## src/rtl/btn_evt_pkg.sv

```systemverilog
// Shared event codes and width helpers for the button debounce/event scanner.
package btn_evt_pkg;

  typedef logic [1:0] evt_code_t;

  localparam evt_code_t EVT_NONE    = 2'd0;
  localparam evt_code_t EVT_PRESS   = 2'd1;
  localparam evt_code_t EVT_RELEASE = 2'd2;
  localparam evt_code_t EVT_LONG    = 2'd3;

  function automatic int dcnt_w(input int debc_ticks);
    return $clog2(debc_ticks + 1);
  endfunction

  function automatic int lcnt_w(input int long_ticks);
    return $clog2(long_ticks + 1);
  endfunction

  function automatic int ptr_w(input int n);
    return (n < 2) ? 1 : $clog2(n);
  endfunction

endpackage

```

## src/rtl/evt_fifo.sv

```systemverilog
// Synchronous FIFO with a registered head: a write into an empty FIFO shows at the head 1 clk later.
// Pop only takes effect while the head is valid; a push into a full FIFO is accepted only alongside a pop.
module evt_fifo #(
  parameter int WIDTH = 3,
  parameter int DEPTH = 4
) (
  input  logic             clk,
  input  logic             rst_n,
  input  logic             i_push,
  input  logic [WIDTH-1:0] i_push_dat,
  output logic             o_full,
  input  logic             i_pop,
  output logic             o_empty,
  output logic [WIDTH-1:0] o_head_dat
);

  localparam int AW = $clog2(DEPTH);
  localparam int CW = $clog2(DEPTH + 1);

  logic [WIDTH-1:0] r_mem [DEPTH];
  logic [AW-1:0]    r_wr_ptr;
  logic [AW-1:0]    r_rd_ptr;
  logic [CW-1:0]    r_cnt;
  logic             r_head_vld;
  logic [WIDTH-1:0] r_head_dat;

  logic             w_full;
  logic             w_pop;
  logic             w_wr;
  logic [AW-1:0]    w_rd_nxt;
  logic [CW-1:0]    w_cnt_pop;

  assign w_full    = (r_cnt == CW'(DEPTH));
  assign w_pop     = i_pop & r_head_vld;
  assign w_wr      = i_push & (~w_full | w_pop);
  assign w_rd_nxt  = w_pop ? r_rd_ptr + AW'(1) : r_rd_ptr;
  assign w_cnt_pop = w_pop ? r_cnt - CW'(1) : r_cnt;

  // Head reloads from the post-pop read slot; a same-cycle write becomes visible next cycle.
  always_ff @(posedge clk or negedge rst_n) begin
    if (!rst_n) begin
      for (int i = 0; i < DEPTH; i++) r_mem[i] <= '0;
      r_wr_ptr   <= '0;
      r_rd_ptr   <= '0;
      r_cnt      <= '0;
      r_head_vld <= 1'b0;
      r_head_dat <= '0;
    end else begin
      if (w_wr) begin
        r_mem[r_wr_ptr] <= i_push_dat;
        r_wr_ptr        <= r_wr_ptr + AW'(1);
      end
      r_rd_ptr   <= w_rd_nxt;
      r_cnt      <= w_cnt_pop + CW'(w_wr);
      r_head_vld <= (w_cnt_pop != '0);
      r_head_dat <= (w_cnt_pop != '0) ? r_mem[w_rd_nxt] : '0;
    end
  end

  assign o_full     = w_full;
  assign o_empty    = ~r_head_vld;
  assign o_head_dat = r_head_dat;

endmodule

```

## src/rtl/btn_event_ctrl.sv

```systemverilog
// Round-robin debounce + long-press scanner for N buttons feeding an event FIFO (valid/ready).
// Events are written 1 clk after the servicing tick; a full FIFO without a pop drops the event and sets evt_ovf.
module btn_event_ctrl
  import btn_evt_pkg::*;
#(
  parameter int N          = 4,
  parameter int TICK_DIV   = 1000,
  parameter int DEBC_TICKS = 10,
  parameter int LONG_TICKS = 500,
  parameter int FIFO_DEPTH = 4
) (
  input  logic                 clk,
  input  logic                 rst_n,
  input  logic [N-1:0]         btn_raw,
  output logic [N-1:0]         btn_state,
  output logic                 evt_valid,
  input  logic                 evt_ready,
  output logic [$clog2(N)-1:0] evt_ch,
  output evt_code_t            evt_code,
  output logic                 evt_ovf,
  input  logic                 ovf_clr
);

  localparam int PW = ptr_w(N);
  localparam int DW = dcnt_w(DEBC_TICKS);
  localparam int LW = lcnt_w(LONG_TICKS);
  localparam int TW = $clog2(TICK_DIV);
  localparam int FW = PW + 2;

  logic [N-1:0]  r_sync1;
  logic [N-1:0]  r_sync2;
  logic [TW-1:0] r_pcnt;
  logic [PW-1:0] r_ptr;
  logic [N-1:0]  r_stable;
  logic [DW-1:0] r_dcnt [N];
  logic [LW-1:0] r_lcnt [N];
  logic [N-1:0]  r_long_done;
  logic          r_push_vld;
  logic [PW-1:0] r_push_ch;
  evt_code_t     r_push_code;
  logic          r_ovf;

  logic          w_tick;
  logic          w_sample;
  logic          w_stable;
  logic [DW-1:0] w_dcnt_inc;
  logic [LW-1:0] w_lcnt_inc;
  logic [DW-1:0] w_dcnt_nxt;
  logic [LW-1:0] w_lcnt_nxt;
  logic          w_long_nxt;
  logic          w_flip;
  logic          w_evt;
  evt_code_t     w_evt_code;
  logic          w_full;
  logic          w_empty;
  logic          w_pop;
  logic          w_ovf;
  logic [FW-1:0] w_head;

  assign w_tick     = (r_pcnt == TW'(TICK_DIV - 1));
  assign w_sample   = r_sync2[r_ptr];
  assign w_stable   = r_stable[r_ptr];
  assign w_dcnt_inc = r_dcnt[r_ptr] + DW'(1);
  assign w_lcnt_inc = r_lcnt[r_ptr] + LW'(1);

  // Next state of the channel under the scan pointer; a flip pre-empts the long-press count.
  always_comb begin
    w_dcnt_nxt = '0;
    w_lcnt_nxt = r_lcnt[r_ptr];
    w_long_nxt = r_long_done[r_ptr];
    w_flip     = 1'b0;
    w_evt      = 1'b0;
    w_evt_code = EVT_NONE;
    if (w_sample != w_stable) begin
      if (w_dcnt_inc == DW'(DEBC_TICKS)) begin
        w_flip = 1'b1;
      end else begin
        w_dcnt_nxt = w_dcnt_inc;
      end
    end
    if (w_flip) begin
      w_lcnt_nxt = '0;
      w_long_nxt = 1'b0;
      w_evt      = 1'b1;
      w_evt_code = w_stable ? EVT_RELEASE : EVT_PRESS;
    end else if (w_stable && !r_long_done[r_ptr]) begin
      w_lcnt_nxt = w_lcnt_inc;
      if (w_lcnt_inc == LW'(LONG_TICKS)) begin
        w_long_nxt = 1'b1;
        w_evt      = 1'b1;
        w_evt_code = EVT_LONG;
      end
    end
  end

  always_ff @(posedge clk or negedge rst_n) begin
    if (!rst_n) begin
      r_sync1     <= '0;
      r_sync2     <= '0;
      r_pcnt      <= '0;
      r_ptr       <= '0;
      r_stable    <= '0;
      r_long_done <= '0;
      for (int i = 0; i < N; i++) begin
        r_dcnt[i] <= '0;
        r_lcnt[i] <= '0;
      end
      r_push_vld  <= 1'b0;
      r_push_ch   <= '0;
      r_push_code <= EVT_NONE;
    end else begin
      r_sync1    <= btn_raw;
      r_sync2    <= r_sync1;
      r_pcnt     <= w_tick ? '0 : r_pcnt + TW'(1);
      r_push_vld <= w_tick & w_evt;
      if (w_tick) begin
        r_ptr              <= (r_ptr == PW'(N - 1)) ? '0 : r_ptr + PW'(1);
        r_stable[r_ptr]    <= w_stable ^ w_flip;
        r_dcnt[r_ptr]      <= w_dcnt_nxt;
        r_lcnt[r_ptr]      <= w_lcnt_nxt;
        r_long_done[r_ptr] <= w_long_nxt;
        r_push_ch          <= r_ptr;
        r_push_code        <= w_evt_code;
      end
    end
  end

  assign w_pop = ~w_empty & evt_ready;
  assign w_ovf = r_push_vld & w_full & ~w_pop;

  always_ff @(posedge clk or negedge rst_n) begin
    if (!rst_n) begin
      r_ovf <= 1'b0;
    end else if (w_ovf) begin
      r_ovf <= 1'b1;
    end else if (ovf_clr) begin
      r_ovf <= 1'b0;
    end
  end

  evt_fifo #(
    .WIDTH (FW),
    .DEPTH (FIFO_DEPTH)
  ) u_fifo (
    .clk        (clk),
    .rst_n      (rst_n),
    .i_push     (r_push_vld),
    .i_push_dat ({r_push_ch, r_push_code}),
    .o_full     (w_full),
    .i_pop      (w_pop),
    .o_empty    (w_empty),
    .o_head_dat (w_head)
  );

  assign btn_state = r_stable;
  assign evt_valid = ~w_empty;
  assign evt_ch    = w_head[FW-1:2];
  assign evt_code  = w_head[1:0];
  assign evt_ovf   = r_ovf;

endmodule
```

## config.mk

```make
export PLATFORM = sky130hd
export DESIGN_NAME = btn_event_ctrl
export DESIGN_NICKNAME = d
export VERILOG_FILES = /design/src/rtl/btn_evt_pkg.sv /design/src/rtl/evt_fifo.sv /design/src/rtl/btn_event_ctrl.sv
export SDC_FILE = /design/constraint.sdc
export NUM_CORES = 1
export LEC_CHECK = 0
export ABC_AREA = 1
export ABC_CLOCK_PERIOD_IN_PS = 2500
export BUFFER_PORTS_ARGS = -buffer_cell sky130_fd_sc_hd__buf_2
export CORE_MARGIN = 1.5
export CORE_UTILIZATION = 35
export CTS_BUF_LIST = sky130_fd_sc_hd__clkbuf_16
export DETAILED_ROUTE_END_ITERATION = 10
export PLACE_DENSITY = 0.59
export SYNTH_ARGS = -nofsm -noshare
export SYNTH_HDL_FRONTEND = slang
export SYNTH_SLANG_ARGS = --single-unit
export TNS_END_PERCENT = 10
```

## constraint.sdc

```tcl
create_clock -name clk -period 2.5 [get_ports clk]
set_clock_uncertainty 0.15 [all_clocks]
set_input_delay 0.25 -clock clk [delete_from_list [all_inputs] [get_ports clk]]
set_output_delay 0.25 -clock clk [all_outputs]
set_load 0.05 [all_outputs]
```

* After elaboration in Yosys (flattened, before gate mapping) *
Cells that the tools add are included.
W data, S select, Z words.

storage, ports and cells
  bits in registers = 114
  logic and storage cells = 119
  output and inout bits = 10

operators by class
  reductions and logical operators = 7
  multiplexer cells = 51
  eq/ne operators = 6
  $lt $le $gt $ge = 7
  bitwise operators = 13
  $add $sub $neg = 8

operators with widths
  operator                 count
  $mux W9                  5
  $bwmux W36               1
  $mux W4                  9
  $bwmux W16               2
  $bmux W9 S2              1
  $demux W9 S2             1
  $bmux W4 S2              2
  $demux W4 S2             2
  $mux W1                  14
  $mux W2                  6
  $add A10 B1 Y10 const B  1
  $eq A10 B10 Y1 const B   1
  $mux W10                 1
  $add A9 B1 Y9 const B    1
  $eq A9 B9 Y1 const B     1
  $ge A3 B3 Y1 const B     3
  $not A2 Y3               3
  $bwmux W4                2
  $add A2 B1 Y2 const B    3
  $and A1 B1 Y1            6
  $bmux W1 S2              3
  $lt A3 B1 Y1 const B     2
  $add A4 B1 Y4 const B    1
  $eq A4 B4 Y1 const B     1
  16 further kinds         20

* Depth between registers and ports, before layout *
  depth in word-level cells = 10
  mapped depth = 18
  depth with buffers taken out = 16

* Hierarchy *
A second synthesis with hierarchy kept.

unflattened totals
  cell total of the unflattened synthesis = 711
  area, all modules = 5900.7 um^2

modules (own cells, without submodules)
  module          sequential area each (um^2)  cells an instance  area an instance (um^2)  times used
  btn_event_ctrl  2152.1                       554                4484.3                   1
  evt_fifo        700.7                        157                1416.4                   1

* Worst setup path after synthesis *
OpenSTA, ideal clock, no wires.

  path type = reg2reg
  start point = reg r_ptr[0]
  end point = reg r_long_done[1]
  slack = 241 ps
  period minus slack after synthesis = 2259 ps
  arrival time = 2043 ps
  data required time = 2284 ps
  library setup time = 66 ps
  cell stages (with the launch flop) = 17
  cell sequence = dfrtp_1 -> buf_6 -> inv_8 -> buf_6 -> nand2_1 -> nand3_1 -> o21ai_2 -> inv_1 -> ha_1 -> nand3_1 -> o21ai_0 -> nand2_1 -> nor2_1 -> nand3_2 -> o21bai_4 -> nand3_1 -> nand2_1

between the ends
  cells in the longest elaborated chain, start to end = 10

RTL lines
  element                                                                       line                                        source
  start, declared                                                               btn_event_ctrl.sv:33                        logic [PW-1:0] r_ptr;
  start signal, assigned                                                        btn_event_ctrl.sv:117                       r_ptr <= (r_ptr == PW'(N - 1)) ? '0 : r_ptr + PW'(1);
  $not A2 Y3 (not written as such)                                              btn_event_ctrl.sv:63, btn_event_ctrl.sv:64
  $bmux W9 S2 / $bmux W4 S2 (equally long branches)                             btn_event_ctrl.sv:64, btn_event_ctrl.sv:63
  $mux W9 (not written as such) / $mux W4 (equally long branches) (2 in a row)  btn_event_ctrl.sv:64, btn_event_ctrl.sv:63
  $add A9 B1 Y9 / $add A4 B1 Y4 (equally long branches)                         btn_event_ctrl.sv:64, btn_event_ctrl.sv:63
  $eq A9 B9 Y1 / $eq A4 B4 Y1 (equally long branches)                           btn_event_ctrl.sv:88, btn_event_ctrl.sv:75
  $mux W1, on equally long branches                                             btn_event_ctrl.sv:88, btn_event_ctrl.sv:75
  $mux W1, on equally long branches                                             btn_event_ctrl.sv:86, btn_event_ctrl.sv:74
  $mux W1                                                                       btn_event_ctrl.sv:81                        if (w_flip) begin
  $bwmux W4 *                                                                   btn_event_ctrl.sv:121                       r_long_done[r_ptr] <= w_long_nxt;
  end signal, assigned by index                                                 btn_event_ctrl.sv:121
  end, declared                                                                 btn_event_ctrl.sv:37                        logic [N-1:0] r_long_done;

Mark *: on every way between the ends. The rest lies on a longest branch, timed or not. The select of a mux whose other input is x is not followed.
A chain may end at the register's enable or synchronous reset.

* Worst setup path in the final report *
  start point = reg r_ptr[0]
  end point = reg r_lcnt[2] (netlist bit)

between the ends
  cells in the longest elaborated chain, start to end = 10

RTL lines
  element                                     line                   source
  $not A2 Y3 (not written as such)            --
  $bmux W4 S2                                 btn_event_ctrl.sv:63   assign w_dcnt_inc = r_dcnt[r_ptr] + DW'(1);
  $mux W4 (not written as such) (2 in a row)  btn_event_ctrl.sv:63
  $add A4 B1 Y4                               btn_event_ctrl.sv:63
  $eq A4 B4 Y1                                btn_event_ctrl.sv:75   if (w_dcnt_inc == DW'(DEBC_TICKS)) begin
  $mux W1                                     btn_event_ctrl.sv:75
  $mux W1                                     btn_event_ctrl.sv:74   if (w_sample != w_stable) begin
  $mux W9                                     btn_event_ctrl.sv:81
  $bwmux W36 *                                btn_event_ctrl.sv:120  r_lcnt[r_ptr] <= w_lcnt_nxt;
  end signal, assigned by index               btn_event_ctrl.sv:120
  end, declared                               btn_event_ctrl.sv:36   logic [LW-1:0] r_lcnt [N];

Marks and branches as above.

==> results.py <==
metrics = {
    "die": {
        "die-area_sq_mm": 0.0173,
        "core-area_sq_mm": 0.0160,
        "die_x_microns": 132,
        "ios": 18,
        "die_y_microns": 132,
        "initial_utilization": 0.361,
        "rows": 46,
    },
    "critical_path": {
        "crit_arrival_ns": 2.50,
        "crit_type": "register to register",
        "r2r.worst_path.cells": 14,
        "startpoint_type": "register",
        "cp_max_fo": 8,
        "critical_path.max_stage_delay_ns": 0.43,
        "crit_chain": "buf_12 > nand2_1 > nand3_1 > nand2_1 > inv_1 > ha_1 > xnor2_1 > nor2_1 > nand3_2 > nor2_4 > inv_4 > buf_4 > nand2_4 > o21ai_1",
        "crit_required_ns": 2.62,
        "r2r_end": "r_lcnt[2]",
        "cp_slowest_cell": "dfrtp_2",
        "r2r_slack_ns": 0.12,
        "crit_path_end_kind": "register",
        "r2r_start": "r_ptr[0]",
        "crit_top_cell": "nand2_1",
    },
    "clock_tree": {
        "clk_pin_slew_ns": 0.06,
        "clk_latency_ns": 0.42,
        "tritoncts": "done",
        "htree_levels": 4,
        "root_buffer": "clkbuf_16",
        "clock-sinks": 114,
        "cts_buffers": 17,
        "clock_path_buffers": 2,
    },
    "global_routing": {
        "grt_pass1_wl_microns": 23800,
        "grt_pass1_vias": 4719,
        "antenna_found_initial": 0,
        "overflow": 0,
        "grt_max_degree": 44,
        "grt_usage": 0.173,
    },
    "logic_synthesis": {
        "ys_ff_latch": 114,
        "synth_cell_types": 39,
        "synth_seq_area_share": 0.493,
        "synth_area_leaders": "dfrtp_1, nand2_1, o21ai_0",
        "synth_ff_type": "dfrtp_1",
        "synth_warnings": 0,
        "synth_edf_count": 0,
        "synth_nets": 735,
        "avgSynthCellArea_sq_um": 8.15,
        "synth_cells": 710,
        "synth_top_area_frac": 0.493,
        "synthArstFlopShare": 1.00,
        "synth_area_sq_mm": 0.00578,
        "yosysTopAreaCell": "dfrtp_1",
    },
    "sta": {
        "fin_crit_ns": 2.38,
        "grt_setup_unrepaired": "true",
        "max-slew-margin-rel": 0.569,
        "worst_pin_slew_ns": 0.645,
        "post-route-period-util": 0.951,
        "finalMaxSlewViolations": 0,
        "clock.fmax_ghz": 0.421,
        "hold_viol": 0,
        "setup_ws_ns": 0.123,
        "finalSetupViolCount": 0,
    },
    "pwr": {
        "internal-power_w": 0.00360,
        "power.switching_w": 0.00133,
        "p_sw_frac": 0.270,
        "comb_power_share": 0.117,
        "ir_worst_vdd_v": 0.000451,
        "leakage_nw": 3.38,
        "p_clk_frac": 0.487,
        "seqPwrFrac": 0.396,
        "powerDensity_mw_per_mm2": 702,
    },
    "finish": {
        "finish.instance_area_sq_mm": 0.00702,
        "fin_nets": 792,
        "syn2layout_area_growth_pct": 21.4,
        "diodes": 0,
        "nFillCells": 1632,
        "layout-drive-gt1-share": 0.168,
    },
    "worst_hold_path": {
        "min_path_cells": 4,
        "holdPathEnd": "evt_ovf",
        "hold_path.class": "input pin to register",
        "min_from": "evt_ready",
    },
    "drt": {
        "first_pass_iters": 7,
        "drc": 0,
        "vias": 4789,
        "viasPerCell": 4.81,
        "routedWlPerCell_microns": 14.0,
        "drt_iter0_drc": 224,
        "drt_wl_total_microns": 14000,
        "postRouteAntennaNets": 0,
    },
    "placement": {
        "hpwl_microns": 9550,
        "dpl-instance-area_sq_mm": 0.00626,
        "pre_cts_ws_ns": 0.0542,
        "port_buffers": 17,
        "globalplace.congestion": 0.862,
    },
    "run_status": {
        "status": "completed",
    },
    "job": {
        "cap_violations": 0,
    },
}
worst max-delay path by stage:
stage	from	end	slack [ns]
finish	r_ptr[0]	r_lcnt[2]	0.12
global route	r_ptr[0]	r_lcnt[24]	-0.04
CTS	r_ptr[0]	r_lcnt[18]	0.03
detailed placement	r_ptr[0]	r_lcnt[18]	0.05
global placement	r_ptr[0]	r_push_vld	0.14
floorplan	r_ptr[0]	r_long_done[1]	0.24
power by group through the flow:
stage | combinational (W) | sequential, W | clock, W
after detailed placement | 0.000574 | 0.00199 | 0
after CTS | 0.000587 | 0.00195 | 0.00245
after global placement | 0.000570 | 0.00199 | 0
after global routing | 0.000661 | 0.00196 | 0.00253
after floorplan | 0.000310 | 0.00209 | 0
final | 0.000576 | 0.00195 | 0.00240
cell usage in the layout (no fill, tap or decap), types with 2 or more instances in the layout:
master         count
a21oi_1           11
buf_12             3
buf_2             16
buf_4             32
bufinv_16          2
clkbuf_16         18
clkinv_4           4
clkinvlp_4         4
dfrtp_1          113
dlygate4sd3_1      6
ha_1              16
inv_1             64
inv_2              5
inv_6              3
nand2_1          238
nand2_2            6
nand2_4            4
nand3_1           52
nand3_2            5
nand3_4            2
nand4_1            3
nor2_1            35
nor2_2             5
nor2_4             3
nor3_1             5
o21ai_0           62
o21ai_1           25
o21ai_2            6
o21bai_1           5
or2_2              2
xnor2_1            3
xor2_1             4
what timing repair did:
| action | 4_1_cts | 5_1_grt |
|---|---|---|
| setup endpoints to repair | 0 | 45 |
| hold buffers | 6 | 0 |
| endpoints found under the hold margin | 45 | 0 |
| gates resized for setup | 0 | 22 |
| buffers inserted | 0 | 4 |
per-stage QoR:
stage / power (W) / utilization / hold WS (ns) / instances / TNS (ns)
floorplan: 0.00240 / - / -0.196 / 710 / 0
global placement: 0.00256 / 0.391 / 0.152 / 953 / 0
detailed placement: 0.00256 / 0.391 / 0.156 / 953 / 0
CTS: 0.00499 / 0.431 / 0.0861 / 991 / 0
global route: 0.00516 / 0.439 / 0.142 / 996 / -0.460
finish: 0.00493 / 0.439 / 0.0967 / 996 / 0
kinds of logic (layout without fill, tap and decap cells):
logic type	Yosys count	count (layout)	share of synthesized area
compound gates	114	114	0.109
xor+xnor	8	8	0.0134
fa+ha+maj	17	17	0.0368
buf+inv	92	162	0.0738
flops	114	114	0.493
mux	1	1	0.00173
simple gates	364	364	0.272
cells in the mapped netlist (all sizes together) (5+ instances only):
master    n
a21oi    11
xor2      5
o21ai    93
dfrtp   114
ha       17
nor2     43
clkbuf    8
nor3      6
nand2   248
o21bai    7
buf      13
nand3    59
inv      71
layer usage:
layer  wire, microns  share of wire  track usage  up-vias
met5               0              0            0        -
met4             284          0.020       0.0685        0
met3             595          0.043       0.0374       22
met2            6410           0.46        0.276      104
met1            6680           0.48        0.229     2266
li1                -              -            -     2397
flip-flops by register name, summed over array words and instances, names as in the netlist:
name               cells
r_lcnt                36
r_dcnt                16
u_fifo.r_mem          16
r_pcnt                10
btn_state              4
r_long_done            4
r_sync1                4
r_sync2                4
u_fifo.o_head_dat      4
u_fifo.r_cnt           3
r_ptr                  2
r_push_ch              2
r_push_code            2
u_fifo.r_rd_ptr        2
u_fifo.r_wr_ptr        2
evt_ovf                1
r_push_vld             1
u_fifo.r_head_vld      1
worst max-delay path, delay by kind of cell (launching register included):
family                     cells  cell delay [ns]
and+or+nand+nor                7             0.78
buffers and inverters          4             0.46
DFF                            1             0.43
adders and majority gates      1             0.20
xor gates and xnor gates       1             0.14
AOI/OAI and AO/OA              1             0.07
layout make-up:
| class | instances | area [sq um] | area share |
|---|---|---|---|
| clock buffers | 17 | 425 | 0.0606 |
| clock inverters | 15 | 160 | 0.0228 |
| inverters | 71 | 282 | 0.0401 |
| multi-input cells | 504 | 2550 | 0.364 |
| flip-flops and latches | 114 | 2850 | 0.407 |
| well taps | 216 | 270 | 0.0385 |
| repair buffers | 59 | 477 | 0.0679 |
Note: power is estimated with default switching activity, not from simulation.
